<file path="config.mk">
export PLATFORM = sky130hd
export DESIGN_NAME = axicb_fifo_drain_arb
export DESIGN_NICKNAME = d
export VERILOG_FILES = /design/src/rtl/axicb_fifo_drain_arb.sv
export SDC_FILE = /design/constraint.sdc
export NUM_CORES = 1
export LEC_CHECK = 0
export ABC_AREA = 1
export CAP_MARGIN = 0
export CORE_MARGIN = 10
export CORE_UTILIZATION = 45
export DETAILED_ROUTE_END_ITERATION = 16
export PLACE_DENSITY = 0.84
export SETUP_SLACK_MARGIN = 0.02
export SLEW_MARGIN = 20
export SYNTH_ARGS = -nofsm -noshare
export SYNTH_HDL_FRONTEND = slang
export SYNTH_SLANG_ARGS = --single-unit
</file>
<file path="constraint.sdc">
create_clock -name aclk -period 7.5 [get_ports aclk]
set_clock_uncertainty 0.15 [all_clocks]
set_input_delay 2.25 -clock aclk [delete_from_list [all_inputs] [get_ports aclk]]
set_output_delay 2.25 -clock aclk [all_outputs]
set_load 0.02 [all_outputs]
</file>
<file path="src/rtl/axicb_fifo_drain_arb.sv">
// rtl/axicb_fifo_drain_arb.sv - round-robin drain arbiter for an array of store-mode FIFOs
//
// Drains N_FIFO FIFOs onto one valid/ready output through a single registered
// output stage. With PACKET_MODE=1 the grant is held on one FIFO until a word
// with bit DATA_WIDTH-1 (last) set has been pulled.
//
// Optional feature macro: AXICB_ARB_STARVE_EN
//   Adds per-FIFO 8-bit wait counters; a saturated counter overrides the
//   round-robin choice in ARB, and the `starve` output flags saturated counters.
//
// Ports:
//   aclk, aresetn (async active-low), srst (sync active-high, same effect)
//   fifo_empty[N_FIFO]            per-FIFO empty flags
//   fifo_data[N_FIFO*DATA_WIDTH]  per-FIFO head words, FIFO i at [i*DATA_WIDTH +: DATA_WIDTH]
//   fifo_pull[N_FIFO]             one-hot pop strobe (combinational)
//   out_valid/out_ready/out_data  registered output word
//   out_id                        source FIFO index of out_data
//   busy                          packet lock held
//   starve[N_FIFO]                (AXICB_ARB_STARVE_EN only) saturated wait counters
module axicb_fifo_drain_arb #(
    parameter int N_FIFO      = 4,
    parameter int DATA_WIDTH  = 8,
    parameter int PACKET_MODE = 0,
    localparam int IDW        = $clog2(N_FIFO)
) (
    input  logic                         aclk,
    input  logic                         aresetn,
    input  logic                         srst,
    input  logic [N_FIFO-1:0]            fifo_empty,
    input  logic [N_FIFO*DATA_WIDTH-1:0] fifo_data,
    output logic [N_FIFO-1:0]            fifo_pull,
    output logic                         out_valid,
    input  logic                         out_ready,
    output logic [DATA_WIDTH-1:0]        out_data,
    output logic [IDW-1:0]               out_id,
    output logic                         busy
`ifdef AXICB_ARB_STARVE_EN
    ,
    output logic [N_FIFO-1:0]            starve
`endif
);

    typedef enum logic {ST_ARB, ST_LOCK} state_t;

    state_t                state_q, state_d;
    logic [IDW-1:0]        rr_ptr_q, rr_ptr_d;
    logic [IDW-1:0]        lock_id_q, lock_id_d;
    logic [IDW-1:0]        rr_cand, cand;
    logic                  rr_hit, pull_en, slot;
    logic [IDW:0]          idx_w;
    logic [DATA_WIDTH-1:0] cand_word;

    // Explicit compare so non-power-of-2 N_FIFO wraps correctly.
    function automatic logic [IDW-1:0] ptr_inc(input logic [IDW-1:0] p);
        if (p == IDW'(N_FIFO - 1)) return '0;
        return p + IDW'(1);
    endfunction

    // First non-empty FIFO at or after rr_ptr. Scanning the offsets downward
    // lets the smallest offset overwrite the result last.
    always_comb begin
        rr_cand = '0;
        rr_hit  = 1'b0;
        idx_w   = '0;
        for (int k = N_FIFO - 1; k >= 0; k--) begin
            idx_w = {1'b0, rr_ptr_q} + (IDW+1)'(k);
            if (idx_w >= (IDW+1)'(N_FIFO)) idx_w = idx_w - (IDW+1)'(N_FIFO);
            if (!fifo_empty[idx_w[IDW-1:0]]) begin
                rr_cand = idx_w[IDW-1:0];
                rr_hit  = 1'b1;
            end
        end
    end

`ifdef AXICB_ARB_STARVE_EN
    logic [7:0]     wait_cnt [N_FIFO];
    logic [IDW-1:0] starve_cand;
    logic           starve_hit;

    always_comb begin
        starve      = '0;
        starve_cand = '0;
        starve_hit  = 1'b0;
        for (int i = N_FIFO - 1; i >= 0; i--) begin
            starve[i] = (wait_cnt[i] == 8'hFF);
            if (starve[i] && !fifo_empty[i]) begin
                starve_cand = IDW'(i);
                starve_hit  = 1'b1;
            end
        end
    end

    always_ff @(posedge aclk or negedge aresetn) begin
        if (!aresetn) begin
            for (int i = 0; i < N_FIFO; i++) wait_cnt[i] <= '0;
        end else if (srst) begin
            for (int i = 0; i < N_FIFO; i++) wait_cnt[i] <= '0;
        end else begin
            for (int i = 0; i < N_FIFO; i++) begin
                if (fifo_pull[i]) wait_cnt[i] <= '0;
                else if (!fifo_empty[i] && !starve[i]) wait_cnt[i] <= wait_cnt[i] + 8'd1;
            end
        end
    end
`endif

    always_comb begin
        state_d   = state_q;
        rr_ptr_d  = rr_ptr_q;
        lock_id_d = lock_id_q;
        fifo_pull = '0;
        slot      = ~out_valid | out_ready;
        cand      = rr_cand;
        pull_en   = 1'b0;
        if (state_q == ST_LOCK) begin
            // Only the locked FIFO is eligible; an empty one just leaves a bubble.
            cand    = lock_id_q;
            pull_en = slot & ~fifo_empty[lock_id_q];
        end else begin
`ifdef AXICB_ARB_STARVE_EN
            if (starve_hit) cand = starve_cand;
            pull_en = slot & (rr_hit | starve_hit);
`else
            pull_en = slot & rr_hit;
`endif
        end
        cand_word = fifo_data[cand*DATA_WIDTH +: DATA_WIDTH];
        if (pull_en) begin
            fifo_pull[cand] = 1'b1;
            if (state_q == ST_LOCK) begin
                if (cand_word[DATA_WIDTH-1]) begin
                    state_d  = ST_ARB;
                    rr_ptr_d = ptr_inc(lock_id_q);
                end
            end else if (PACKET_MODE != 0 && !cand_word[DATA_WIDTH-1]) begin
                state_d   = ST_LOCK;
                lock_id_d = cand;
            end else begin
                rr_ptr_d = ptr_inc(cand);
            end
        end
    end

    always_ff @(posedge aclk or negedge aresetn) begin
        if (!aresetn) begin
            state_q   <= ST_ARB;
            rr_ptr_q  <= '0;
            lock_id_q <= '0;
            out_valid <= 1'b0;
            out_data  <= '0;
            out_id    <= '0;
        end else if (srst) begin
            state_q   <= ST_ARB;
            rr_ptr_q  <= '0;
            lock_id_q <= '0;
            out_valid <= 1'b0;
            out_data  <= '0;
            out_id    <= '0;
        end else begin
            state_q   <= state_d;
            rr_ptr_q  <= rr_ptr_d;
            lock_id_q <= lock_id_d;
            if (pull_en) begin
                out_valid <= 1'b1;
                out_data  <= cand_word;
                out_id    <= cand;
            end else if (out_ready) begin
                out_valid <= 1'b0;
            end
        end
    end

    assign busy = (state_q == ST_LOCK);

endmodule

</file>
==> results.cfg <==
[status]
status = completed

[timing]
min_period_ns = 7.08
maxSlewHeadroom = 0.565
finalSetupViolCount = 0
min_period_over_period = 0.943
fmax_mhz = 141
tightest_slew_ns = 0.651
hold_violations = 0
tns_ns = 0
slew_violations = 0
setup_ws_ns = 0.425
rsz0062_at_grt = false

[layout]
multi_input_comb_area_um2 = 778
nets = 285
regArea_um2 = 350
fillers = 240
fin_cells = 271
n_antenna_cell = 0
area_delta_synth_final_pct = 47.5
drive_above_1_share = 0.175

[floorplan]
initial_utilization = 0.465
die-area_mm2 = 0.00532
ios = 56
die_h_um = 72.9
rows = 19
coreArea_mm2 = 0.00271
fp.dieW_um = 72.9

[global_route]
grt_pass1_vias = 1413
track_usage = 0.143
antenna_found_initial = 0
grt_max_degree = 16
grt-ovfl-total = 0
grt_pass1_wl_um = 6210

[placement]
finalWeightedCongestion = 0.863
post-place-ws_ns = 0.443
numPortBuffers = 55
hpwl_um = 2990
place_inst = 267

[critical_path]
critPathKind = input pin to output pin
setup.worst_path.end_class = output pin
critPathLaunchType = input pin
crit_required_ns = 5.10
cp.arrival_ns = 4.68
crit_fanout = 15

[route]
drc = 0
first_pass_iters = 6
wirelength_um = 3710
vias = 1376
drt_iter0_markers = 63
viasPerCell = 5.08
wire_per_inst_um = 13.7
ant_nets = 0

[clock_network]
cts-htree-levels = 1
cts_max_path_buffers = 2
cts_tree = built
hold_buffers = 0
clock_latency_ns = 0.28
cts-buffers-inserted = 3
clock_sinks = 14
cts_root_buf = clkbuf_4
postCtsSetupBuffers = 0
ctsResizeCount = 0
clk_pin_slew_ns = 0.09

[yosys]
async_flop_share = 1.00
yosys_warnings = 0
synth_top_area_share = 0.278
syn_avg_cell_area_um2 = 6.85
ys_top_cells_by_area = dfrtp_1 (28%), nand2_1 (19%), nand2_2 (6.5%)
yosysMostFrequentCell = nand2_1
synth_flop_cell = dfrtp_1
postSynthCellCount = 184
yosysSeqAreaShare = 0.278
synth_nets = 228
yosys-top-cells-count = nand2_1 (64), inv_1 (17), dfrtp_1 (14)
synth-edff-count = 0
yosysTopAreaCell = dfrtp_1
ys_types = 27
synth_seq_cells = 14
synth_area_mm2 = 0.00126

[pwr]
peakVddDrop_mv = 0.319
finalPower_mw = 0.677
p_leak_nw = 0.881
powerDensity_mw_per_mm2 = 365

[hold_path]
hp-class = register to register

[job]
cap_violations = 0
[layout by cell type, fill, tap and decap left out, drive strengths merged]
master,synthesis,routed
inv,21,21
o211ai,1,1
buf,4,1
clkdlybuf4s50,0,55
nor2,9,9
dfrtp,14,14
a21oi,10,10
nand3,20,20
nand4,2,2
clkinv,3,3
clkbuf,0,4
nor3,1,1
nand2,78,78
ha,4,4
o21ai,17,17
[report_power, final]
| group | leakage, nW | internal, mW | switching [mW] | total (mW) |
|---|---|---|---|---|
| clock network | 0.0210 | 0.0296 | 0.0256 | 0.0552 |
| registers | 0.182 | 0.100 | 0.0208 | 0.121 |
| logic | 0.677 | 0.196 | 0.306 | 0.501 |
| total | 0.881 | 0.325 | 0.352 | 0.677 |
[worst max-delay path: stages]
cell and delay [ns]:
clkdlybuf4s50_1 0.50, nand2_1 0.07, nand2_1 0.16, nand2_2 0.09, nand2_4 0.09, nand2_1 0.05, nand2_1 0.07, nand2_2 0.08
nand3_4 0.19, buf_4 0.23, ha_1 0.16, inv_1 0.04, nor2_1 0.09, clkdlybuf4s50_1 0.62
[metrics by stage]
stage | util | area (um2) | hold slack [ns]
after detailed placement | 0.672 | 1820 | 0.321
after floorplan | - | 1260 | 0.402
after global placement | 0.672 | 1820 | 0.315
after CTS | 0.686 | 1860 | 0.343
final | 0.686 | 1860 | 0.337
after global routing | 0.686 | 1860 | 0.370
[layout make-up]
type,count,area share
clock buffer,4,0.0195
multi-input combinational,142,0.419
tap,31,0.0209
sequential,14,0.189
timing repair buffer,56,0.300
inverter,24,0.0519
[path summary, 6_finish.rpt]
kind                           endpoint          start  cells after the start  slack [ns]
setup / recovery           fifo_pull[0]  fifo_empty[2]                     14        0.42
hold / removal              out_data[1]    out_data[1]                      2        0.34
setup reg to reg            rr_ptr_q[0]    rr_ptr_q[0]                     16        5.07
hold reg to reg             out_data[1]    out_data[1]                      2        0.34
max in group asynchronous   rr_ptr_q[0]        aresetn                      1        4.57
min in group asynchronous   out_data[2]        aresetn                      1        2.21
[sequential cells by signal, summed over array words and instances (netlist names)]
name,flops
out_id,2
busy,1
out_valid,1
out_data,8
rr_ptr_q,2
[layer usage]
metal	vias to the layer above	wire length, um	part of all wire	track usage
li1	697	-	-	-
met1	617	1450	0.39	0.155
met2	52	1930	0.52	0.255
met3	10	264	0.071	0.0449
met4	0	58	0.016	0.0506
met5	-	0	0	0
[cell families after synthesis]
kind of cell             after synthesis  synth area share
AO/OA/AOI/OAI                         28             0.154
flip-flops                            14             0.278
adder cells (fa/ha/maj)                4            0.0397
AND/OR/NAND/NOR                      110             0.424
buffers and inverters                 28             0.104
Note: power is estimated with default switching activity, not from simulation.
